## config.mk

```make
export PLATFORM = sky130hd
export DESIGN_NAME = instr_decode_stage
export DESIGN_NICKNAME = d
export VERILOG_FILES = /design/src/rtl/rv_decode_pkg.sv /design/src/rtl/imm_gen.sv /design/src/rtl/instr_decode_stage.sv
export SDC_FILE = /design/constraint.sdc
export NUM_CORES = 1
export LEC_CHECK = 0
export BUFFER_PORTS_ARGS = -buffer_cell sky130_fd_sc_hd__buf_2
export CAP_MARGIN = 20
export CELL_PAD_IN_SITES_DETAIL_PLACEMENT = 0
export CELL_PAD_IN_SITES_GLOBAL_PLACEMENT = 2
export CORE_UTILIZATION = 31
export DETAILED_ROUTE_END_ITERATION = 8
export PLACE_DENSITY_LB_ADDON = 0.2
export SETUP_SLACK_MARGIN = 0.3
export SLEW_MARGIN = 20
export SYNTH_ARGS = -nofsm -noshare
export SYNTH_HDL_FRONTEND = slang
export SYNTH_SLANG_ARGS = --single-unit
export TNS_END_PERCENT = 5
```

## constraint.sdc

```tcl
create_clock -name clk -period 2.2 [get_ports clk]
set_input_delay 0.11 -clock clk [delete_from_list [all_inputs] [get_ports clk]]
set_output_delay 0.11 -clock clk [all_outputs]
set_load 0.01 [all_outputs]
```

## src/rtl/rv_decode_pkg.sv

```systemverilog
// Shared RV32I decode constants: opcodes, format codes, alu_op codes and the decoded-entry payload.
package rv_decode_pkg;

    localparam int unsigned XLEN       = 32;
    localparam int unsigned REG_IDX_W  = 5;
    localparam int unsigned ALU_CODE_W = 5;

    localparam logic [6:0] OPC_LOAD     = 7'b0000011;
    localparam logic [6:0] OPC_MISC_MEM = 7'b0001111;
    localparam logic [6:0] OPC_OP_IMM   = 7'b0010011;
    localparam logic [6:0] OPC_AUIPC    = 7'b0010111;
    localparam logic [6:0] OPC_STORE    = 7'b0100011;
    localparam logic [6:0] OPC_OP       = 7'b0110011;
    localparam logic [6:0] OPC_LUI      = 7'b0110111;
    localparam logic [6:0] OPC_BRANCH   = 7'b1100011;
    localparam logic [6:0] OPC_JALR     = 7'b1100111;
    localparam logic [6:0] OPC_JAL      = 7'b1101111;
    localparam logic [6:0] OPC_SYSTEM   = 7'b1110011;

    localparam logic [6:0] F7_BASE = 7'b0000000;
    localparam logic [6:0] F7_ALT  = 7'b0100000;
    localparam logic [6:0] F7_MULDIV = 7'b0000001;

    typedef enum logic [2:0] {
        FMT_R    = 3'd0,
        FMT_I    = 3'd1,
        FMT_S    = 3'd2,
        FMT_B    = 3'd3,
        FMT_U    = 3'd4,
        FMT_J    = 3'd5,
        FMT_NONE = 3'd7
    } fmt_e;

    localparam logic [ALU_CODE_W-1:0] ALU_NONE = 5'd0;
    localparam logic [ALU_CODE_W-1:0] ALU_ADD  = 5'd1;
    localparam logic [ALU_CODE_W-1:0] ALU_SUB  = 5'd2;
    localparam logic [ALU_CODE_W-1:0] ALU_SLL  = 5'd3;
    localparam logic [ALU_CODE_W-1:0] ALU_SLT  = 5'd5;
    localparam logic [ALU_CODE_W-1:0] ALU_SLTU = 5'd6;
    localparam logic [ALU_CODE_W-1:0] ALU_XOR  = 5'd7;
    localparam logic [ALU_CODE_W-1:0] ALU_SRL  = 5'd8;
    localparam logic [ALU_CODE_W-1:0] ALU_SRA  = 5'd9;
    localparam logic [ALU_CODE_W-1:0] ALU_OR   = 5'd10;
    localparam logic [ALU_CODE_W-1:0] ALU_AND  = 5'd11;
    localparam logic [ALU_CODE_W-1:0] ALU_MUL  = 5'd12;

    // Decoded instruction as stored in the skid buffer (PC is held separately, its width is a parameter).
    typedef struct packed {
        logic [6:0]            type_code;
        fmt_e                  fmt;
        logic [ALU_CODE_W-1:0] alu_op;
        logic [REG_IDX_W-1:0]  rs1;
        logic [REG_IDX_W-1:0]  rs2;
        logic [REG_IDX_W-1:0]  rd;
        logic [XLEN-1:0]       imm;
        logic                  rs1_en;
        logic                  rs2_en;
        logic                  rd_we;
        logic                  illegal;
    } dec_t;

    // Base integer op selected by funct3 when no alternate encoding applies.
    function automatic logic [ALU_CODE_W-1:0] base_alu(input logic [2:0] funct3);
        logic [ALU_CODE_W-1:0] op;
        case (funct3)
            3'd0:    op = ALU_ADD;
            3'd1:    op = ALU_SLL;
            3'd2:    op = ALU_SLT;
            3'd3:    op = ALU_SLTU;
            3'd4:    op = ALU_XOR;
            3'd5:    op = ALU_SRL;
            3'd6:    op = ALU_OR;
            default: op = ALU_AND;
        endcase
        return op;
    endfunction

endpackage

```

## src/rtl/imm_gen.sv

```systemverilog
// Combinational RISC-V immediate generator: sign-extended I/S/B/J, upper U, zero for R/NONE.
module imm_gen
    import rv_decode_pkg::*;
(
    input  logic [XLEN-1:0] instr,
    input  fmt_e            fmt,
    output logic [XLEN-1:0] imm
);

    // Opcode bits never contribute to an immediate.
    logic unused_opc;
    assign unused_opc = ^instr[6:0];

    always_comb begin
        imm = '0;
        case (fmt)
            FMT_I:   imm = {{20{instr[31]}}, instr[31:20]};
            FMT_S:   imm = {{20{instr[31]}}, instr[31:25], instr[11:7]};
            FMT_B:   imm = {{19{instr[31]}}, instr[31], instr[7], instr[30:25], instr[11:8], 1'b0};
            FMT_U:   imm = {instr[31:12], 12'b0};
            FMT_J:   imm = {{11{instr[31]}}, instr[31], instr[19:12], instr[20], instr[30:21], 1'b0};
            default: imm = '0;
        endcase
    end

endmodule

```

## src/rtl/instr_decode_stage.sv

```systemverilog
// RV32I decode stage: decodes on input and holds results in a 2-entry skid buffer.
// Define RV_M_EXT_EN to decode the M extension (funct7=0000001) instead of flagging it illegal.
module instr_decode_stage #(
    parameter int unsigned ALU_OP_W = 10,
    parameter int unsigned PC_W     = 32
) (
    input  logic                clk,
    input  logic                rst_n,
    input  logic                in_valid,
    output logic                in_ready,
    input  logic [31:0]         in_instr,
    input  logic [PC_W-1:0]     in_pc,
    input  logic                flush,
    output logic                out_valid,
    input  logic                out_ready,
    output logic [PC_W-1:0]     out_pc,
    output logic [6:0]          out_type_code,
    output logic [2:0]          out_fmt,
    output logic [ALU_OP_W-1:0] out_alu_op,
    output logic [4:0]          out_rs1,
    output logic [4:0]          out_rs2,
    output logic [4:0]          out_rd,
    output logic [31:0]         out_imm,
    output logic                out_rs1_en,
    output logic                out_rs2_en,
    output logic                out_rd_we,
    output logic                out_illegal
);
    import rv_decode_pkg::*;

    typedef enum logic [1:0] {ST_EMPTY, ST_ONE, ST_TWO} state_e;

    logic [6:0]            opcode;
    logic [2:0]            funct3;
    logic [6:0]            funct7;
    fmt_e                  fmt_c;
    logic [ALU_CODE_W-1:0] alu_c;
    logic                  rs1_en_c, rs2_en_c, rd_we_c, illegal_c;
    logic [XLEN-1:0]       imm_c;
    dec_t                  dec_c;

    assign opcode = in_instr[6:0];
    assign funct3 = in_instr[14:12];
    assign funct7 = in_instr[31:25];

    imm_gen u_imm_gen (
        .instr (in_instr),
        .fmt   (fmt_c),
        .imm   (imm_c)
    );

    // Opcode/funct decode; a bad low-bit pair never matches an opcode and lands in default.
    always_comb begin
        fmt_c     = FMT_NONE;
        alu_c     = ALU_NONE;
        rs1_en_c  = 1'b0;
        rs2_en_c  = 1'b0;
        rd_we_c   = 1'b0;
        illegal_c = 1'b0;
        case (opcode)
            OPC_OP: begin
                fmt_c    = FMT_R;
                rs1_en_c = 1'b1;
                rs2_en_c = 1'b1;
                rd_we_c  = 1'b1;
                case (funct7)
                    F7_BASE: alu_c = base_alu(funct3);
                    F7_ALT: begin
                        if (funct3 == 3'd0)      alu_c = ALU_SUB;
                        else if (funct3 == 3'd5) alu_c = ALU_SRA;
                        else                     illegal_c = 1'b1;
                    end
`ifdef RV_M_EXT_EN
                    F7_MULDIV: alu_c = ALU_MUL + ALU_CODE_W'(funct3);
`endif
                    default: illegal_c = 1'b1;
                endcase
            end
            OPC_OP_IMM: begin
                fmt_c    = FMT_I;
                rs1_en_c = 1'b1;
                rd_we_c  = 1'b1;
                case (funct3)
                    3'd1: begin
                        if (funct7 == F7_BASE) alu_c = ALU_SLL;
                        else                   illegal_c = 1'b1;
                    end
                    3'd5: begin
                        if (funct7 == F7_BASE)     alu_c = ALU_SRL;
                        else if (funct7 == F7_ALT) alu_c = ALU_SRA;
                        else                       illegal_c = 1'b1;
                    end
                    default: alu_c = base_alu(funct3);
                endcase
            end
            OPC_LOAD, OPC_JALR: begin
                fmt_c    = FMT_I;
                alu_c    = ALU_ADD;
                rs1_en_c = 1'b1;
                rd_we_c  = 1'b1;
            end
            OPC_MISC_MEM, OPC_SYSTEM: begin
                fmt_c    = FMT_I;
                rs1_en_c = 1'b1;
                rd_we_c  = 1'b1;
            end
            OPC_STORE: begin
                fmt_c    = FMT_S;
                alu_c    = ALU_ADD;
                rs1_en_c = 1'b1;
                rs2_en_c = 1'b1;
            end
            OPC_BRANCH: begin
                fmt_c    = FMT_B;
                rs1_en_c = 1'b1;
                rs2_en_c = 1'b1;
            end
            OPC_LUI: begin
                fmt_c   = FMT_U;
                rd_we_c = 1'b1;
            end
            OPC_AUIPC: begin
                fmt_c   = FMT_U;
                alu_c   = ALU_ADD;
                rd_we_c = 1'b1;
            end
            OPC_JAL: begin
                fmt_c   = FMT_J;
                rd_we_c = 1'b1;
            end
            default: illegal_c = 1'b1;
        endcase
    end

    // Illegal instructions keep only their format/tag; writes to x0 are never enabled.
    always_comb begin
        dec_c           = '0;
        dec_c.type_code = opcode;
        dec_c.fmt       = fmt_c;
        dec_c.rs1       = in_instr[19:15];
        dec_c.rs2       = in_instr[24:20];
        dec_c.rd        = in_instr[11:7];
        dec_c.imm       = imm_c;
        dec_c.illegal   = illegal_c;
        dec_c.alu_op    = illegal_c ? ALU_NONE : alu_c;
        dec_c.rs1_en    = rs1_en_c && !illegal_c;
        dec_c.rs2_en    = rs2_en_c && !illegal_c;
        dec_c.rd_we     = rd_we_c && !illegal_c && (in_instr[11:7] != 5'd0);
    end

    state_e          state_q, state_d;
    dec_t            head_q, head_d, tail_q, tail_d;
    logic [PC_W-1:0] head_pc_q, head_pc_d, tail_pc_q, tail_pc_d;
    logic            out_valid_q, out_valid_d;
    logic            in_ready_q, in_ready_d;
    logic            accept, drain;

    assign accept = in_valid && in_ready_q;
    assign drain  = out_valid_q && out_ready;

    always_ff @(posedge clk) begin
        if (!rst_n) begin
            state_q     <= ST_EMPTY;
            head_q      <= '0;
            tail_q      <= '0;
            head_pc_q   <= '0;
            tail_pc_q   <= '0;
            out_valid_q <= 1'b0;
            in_ready_q  <= 1'b0;
        end else begin
            state_q     <= state_d;
            head_q      <= head_d;
            tail_q      <= tail_d;
            head_pc_q   <= head_pc_d;
            tail_pc_q   <= tail_pc_d;
            out_valid_q <= out_valid_d;
            in_ready_q  <= in_ready_d;
        end
    end

    // Head slot drives the outputs; tail only fills while head is stalled.
    always_comb begin
        state_d   = state_q;
        head_d    = head_q;
        tail_d    = tail_q;
        head_pc_d = head_pc_q;
        tail_pc_d = tail_pc_q;
        if (flush) begin
            state_d = ST_EMPTY;
        end else begin
            case (state_q)
                ST_EMPTY: begin
                    if (accept) begin
                        head_d    = dec_c;
                        head_pc_d = in_pc;
                        state_d   = ST_ONE;
                    end
                end
                ST_ONE: begin
                    if (accept && drain) begin
                        head_d    = dec_c;
                        head_pc_d = in_pc;
                    end else if (accept) begin
                        tail_d    = dec_c;
                        tail_pc_d = in_pc;
                        state_d   = ST_TWO;
                    end else if (drain) begin
                        state_d = ST_EMPTY;
                    end
                end
                ST_TWO: begin
                    if (drain) begin
                        head_d    = tail_q;
                        head_pc_d = tail_pc_q;
                        state_d   = ST_ONE;
                    end
                end
                default: state_d = ST_EMPTY;
            endcase
        end
        out_valid_d = (state_d != ST_EMPTY);
        in_ready_d  = (state_d != ST_TWO);
    end

    assign in_ready      = in_ready_q;
    assign out_valid     = out_valid_q;
    assign out_pc        = head_pc_q;
    assign out_type_code = head_q.type_code;
    assign out_fmt       = head_q.fmt;
    assign out_alu_op    = ALU_OP_W'(head_q.alu_op);
    assign out_rs1       = head_q.rs1;
    assign out_rs2       = head_q.rs2;
    assign out_rd        = head_q.rd;
    assign out_imm       = head_q.imm;
    assign out_rs1_en    = head_q.rs1_en;
    assign out_rs2_en    = head_q.rs2_en;
    assign out_rd_we     = head_q.rd_we;
    assign out_illegal   = head_q.illegal;

endmodule

```

After elaboration in Yosys (flattened, before gate mapping)
Index checks and enable logic that the tools add are counted.

Register bits: 200. Bits in latches: 0. RAM bits: 0. Memory bits (read-only): 0. Input port bits: 69. Output and inout port bits: 105. Word-level logic and storage cells: 120. Memories kept: 0.

Add/sub/neg operators: 0. Multipliers: 0. Divide/modulo/power cells: 0. $lt $le $gt $ge: 0. Equality and inequality tests: 29. Shift-type cells: 0. Multiplexer cells: 39. Bitwise gates (word level): 2. Reduce and logical (&&, ||, !) cells: 23.

Operator list (count): two-way mux 66 bit (3); one-hot mux 66 bit (3 select lines) (1); one-hot mux 32 bit (5 select lines) (1); two-way mux 32 bit (3); one-hot mux 32 bit (3 select lines) (1); == test 7 x 6 -> 1 bit, second input constant (4); == test 7 bit, second input constant (4); one-hot mux 4 bit (7 select lines) (1); one-hot mux 4 bit (5 select lines) (1); one-hot mux 3 bit (6 select lines) (1); OR reduction 9 bit (2); two-way mux 4 bit (4); == test 3 bit, second input constant (5); one-hot mux 5 bit (3 select lines) (1); == test 7 x 5 -> 1 bit, second input constant (2); two-way mux 2 bit (7); == test 3 x 2 -> 1 bit, second input constant (4); one-hot mux 5 bit (2 select lines) (1); two-way mux 1 bit (8); != test 2 bit, second input constant (4); one-hot mux 4 bit (2 select lines) (1); OR reduction 8 bit (1); == test 7 x 2 -> 1 bit, second input constant (1); == test 7 x 4 -> 1 bit, second input constant (1); other kinds (22) (31).

Logic depth before layout (Yosys ltp)
Depth after elaboration: 10. Mapped depth: 8. Depth with buffers taken out: 5.

Modules after synthesis
A second synthesis with hierarchy kept.

Cells, all modules: 1141. Area, all modules: 9143.8 um^2.

By module, submodules not included: instr_decode_stage (instances 1, cells an instance 1071, area an instance 8612.0 um^2, sequential area each 3963.8 um^2); imm_gen (instances 1, cells an instance 70, area an instance 531.8 um^2, sequential area each 0.0 um^2).

Worst setup path after synthesis
No wires, ideal clock.

Path type: reg-to-reg. Start point: register state_q[1]. End point: register head_q (netlist bit out_illegal). Data arrival time: 1.798 ns. Data required time: 2.121 ns. Slack: 0.323 ns. Cell stages (with the launch flop): 9. Path buffers: 3. Period minus slack after synthesis: 1.877 ns. Cell sequence: dfxtp_1 buf_2 a2bb2oi_1 a2111o_1 buf_2 nor2_1 buf_2 nand2_1 o211ai_1.

Word-level cells in the longest chain between the ends: 3.

RTL lines: from (decl) (RTL line instr_decode_stage.sv:151) `state_e state_q, state_d;`; from (signal assigned) (RTL line instr_decode_stage.sv:171) `state_q <= state_d;`; == test 2 x 1 -> 1 bit (tied with other cells) (RTL line instr_decode_stage.sv:191) `case (state_q)`; != test 2 bit (no line) / nonzero test 3 bit (equally long branches); AND reduction 5 bit (no line); to (signal assigned) (RTL line instr_decode_stage.sv:164) `head_q <= '0;`; to (signal assigned) (RTL line instr_decode_stage.sv:172) `head_q <= head_d;`; to (decl) (RTL line instr_decode_stage.sv:152) `dec_t head_q, head_d, tail_q, tail_d;`.

Several ways; a longest one is shown, not always the timed one. A chain may end at the register's enable or synchronous reset.

Worst setup path in the final report
Start point: register state_q[1]. End point: register head_q (netlist bit out_imm[13]).

Same word-level chain as after synthesis.

==> results by group <==
STA
  • Final Max Tran Viols: 0
  • Slew @ Worst Pin: around 570 ps
  • Period Utilization, post-route: 86.5%
  • Fmax: 526 MHz
  • Setup Skew: 11.6 ps
  • Minimum clock period: 1900 ps
  • Final setup TNS: 0 ps
  • # setup viols final: 0
  • RSZ-0062 raised after global routing: true
  • Rel. slew slack: approximately 62%
  • Final Hold Vio Count: 0
  • Hold slack: 6.88 ps

Clock tree
  • H-tree depth: 4
  • CTS tree: done
  • CTS root buffer: clkbuf_16
  • CTS buffer count: 17
  • Clock slew at reported path FFs: 80 ps
  • CTS Buffer Depth: 2
  • Worst-skew pair later-pin latency: 450 ps
  • # clock sinks: 198

Yosys
  • Top cells by area, synth: dfxtp_1 (47%), nand2_1 (12%), a311oi_1 (6.5%), a21oi_1 (6.2%), o21ai_0 (4.3%)
  • Seq/Total Area, Yosys: 46.6%
  • Count leader, synth: nand2_1
  • Xor/xnor cell area share of the yosys netlist: 0.206%
  • Synth Flop Type: dfxtp_1
  • Synth Area in Adders: 0.118%
  • Post-Syn Instances: 1090
  • Syn_area_per_cell: 7.81 µm²
  • Synth area leader: dfxtp_1
  • Post-synthesis mux area share: less than 1%
  • EDFF count, synth: 0
  • Yosys cell types: 53
  • Synth Area in Compound Gates: approximately a quarter
  • Register bit total from synthesis: 198
  • Synthesized area: 8510 µm²
  • Yosys top cell area share: a little under half
  • Largest family of logic cells by synthesized area: compound AO/OA/AOI/OAI gates
  • Commonest cells in the netlist: nand2_1 (279), dfxtp_1 (198), a21oi_1 (105)
  • Synth Warn #: 0
  • Post-synth ARST share: 0%
  • Synth Area in Simple Gates: a little over a fifth

Setup path
  • Slowest stage delay, CP: 590 ps
  • Crit Path Max Fanout: 9
  • Slowest CP cell: a2111o_2
  • CP Launch Type: flip-flop
  • Worst Path Arrival: ~2200 ps
  • Crit-path cells: buf_4 -> a2111o_2 -> buf_6 -> or3_1 -> o21ai_0 -> a311oi_1
  • Critical setup path kind: reg2reg
  • CP top delay family: compound AO/OA/AOI/OAI gates
  • Bufs and invs on worst path: 2
  • CP endpoint kind: flip-flop
  • WP data required: 2510 ps

Global route
  • Number of global-route vias before repair: slightly above 8000
  • Total track usage: 20.8%
  • Grt ovf: 0
  • First-pass GRT wire length: between 40 and 50 mm
  • Initial antenna violation count: 0
  • Largest net degree at the start of global routing: 70

Floorplanning
  • Die Width: 168 µm
  • Die height: 168 µm
  • Cell Rows: 60
  • Core region area: 27000 µm²
  • Starting Density: 31.6%
  • Ports: 174
  • Die area: 28100 µm²

Status
  • Status: completed

Detailed routing
  • Total iterations of the first detailed-routing run: 6
  • Routed wire length per instance: 18.4 µm
  • DRT iter0 DRCs: approximately 580
  • Drt drc: 0
  • Vias: ~8500
  • Vias per cell: 5.19
  • Final ANT Viol Nets: 0
  • Detailed Route WL: 30.1 mm

Run
  • Max_cap viols: 0

Place
  • Hpwl dp: 18.6 mm
  • Port Buffer Count: 167
  • RD Place Congestion: about 0.83

Power and ir drop
  • Maximum vdd ir drop: 0.000350 V
  • Power density over the cells: 709 nW/µm²
  • Static Leak: 4.38 nW

Cells and area
  • P&R area growth vs syn: 32.4%
  • # fillers: approximately 2800
  • Layout cells sized above 1: between 20% and 30%
  • # diodes: 0
  • Nets@finish: 1355

Hold path
  • Worst Hold Class: in2reg
-- tightest hold or removal path, delay by kind of cell --
kind | cells | cell delay [ps]
and+or+nand+nor | 1 | 100
AOI/OAI and AO/OA | 1 | 80
buffers and inverters | 1 | 110
-- registers in the layout, indices dropped and copies added (netlist names), 2 cells and up --
name           count
out_pc            32
out_alu_op         4
tail_pc_q         32
out_fmt            3
tail_q            65
out_imm           32
state_q            2
out_rs2            5
out_rd             5
out_type_code      7
out_rs1            5
-- worst paths after layout --
kind                            slack, ps               startpoint                  endpoint  depth (start not counted)
worst min-delay path                    7             in_instr[27]   tail_q[31]$_SDFFE_PN0P_                          3
worst max register to register        300    state_q[1]$_SDFF_PN0_  out_imm[13]$_SDFFE_PN0P_                          6
worst max-delay path                  300    state_q[1]$_SDFF_PN0_  out_imm[13]$_SDFFE_PN0P_                          6
worst min register to register        450  tail_q[11]$_SDFFE_PN0P_   tail_q[11]$_SDFFE_PN0P_                          2
-- report_power, final --
part	switching (mW)	internal (mW)	leakage (nW)
sequential	0.0570	3.69	1.61
clock	1.60	1.75	0.305
combinational	0.508	0.379	2.47
-- kinds of logic (layout without fill, tap and decap cells) --
family / Yosys count / count (layout)
adders and majority gates: 1 / 1
muxes: 4 / 4
xor gates and xnor gates: 2 / 2
AOI/OAI and AO/OA: 329 / 329
buffers and inverters: 117 / 321
DFF: 198 / 198
other: 1 / 6
and+or+nand+nor: 438 / 438
-- cells in the final DEF (no fill, tap or decap), drive strengths merged, types with 10 or more instances in the layout --
cell / netlist / routed
nor2: 73 / 73
nand3: 23 / 23
or3: 10 / 10
clkbuf: 74 / 21
a311oi: 63 / 63
dfxtp: 198 / 198
inv: 8 / 14
a21oi: 105 / 105
buf: 35 / 219
o21ai: 74 / 74
dlygate4sd3: 0 / 57
a221oi: 15 / 15
nand2: 279 / 279
a31oi: 23 / 23
-- layer usage --
layer | part of all wire (%) | global-route usage [%] | routed length [µm] | up-vias
met3 | 3.9 | 3.33 | 1180 | 19
met4 | 0.77 | 4.75 | 232 | 0
li1 | - | - | - | 4236
met5 | 0 | 0 | 0 | -
met1 | 49 | 28.6 | 14700 | 4038
met2 | 47 | 33.9 | 14000 | 213
-- per-stage QoR --
| step | power, mW | worst slack [ps] | instance area (µm²) | utilization [%] | instances |
|---|---|---|---|---|---|
| after floorplan | 4.24 | 323 | 8530 | - | 1095 |
| after global placement | 4.59 | 289 | 9820 | 36.4 | 1536 |
| after detailed placement | 4.59 | 264 | 9820 | 36.4 | 1536 |
| after CTS | 8.05 | 301 | 11100 | 41.1 | 1629 |
| after global routing | 8.32 | 154 | 11300 | 41.8 | 1640 |
| final | 7.99 | 298 | 11300 | 41.8 | 1640 |
-- area by class of cell --
class | count | area [µm²] | area share (%)
clock buffer | 17 | 425 | 3.78
clock inverter | 15 | 210 | 1.87
inverter | 8 | 32.5 | 0.289
multi-input combinational | 780 | 4110 | 36.5
sequential | 198 | 3960 | 35.2
tap | 341 | 427 | 3.79
timing repair buffer | 281 | 2100 | 18.7
-- timing repair --
action / in CTS / in global routing
cloned: 1 / 4
pin swaps: 1 / 3
endpoints found under the setup margin: 7 / 143
endpoints found under the hold margin: 108 / 0
buffers inserted: 3 / 7
hold buffers: 57 / 0
resized for setup: 2 / 9
Power figures use the tool's default switching activity.
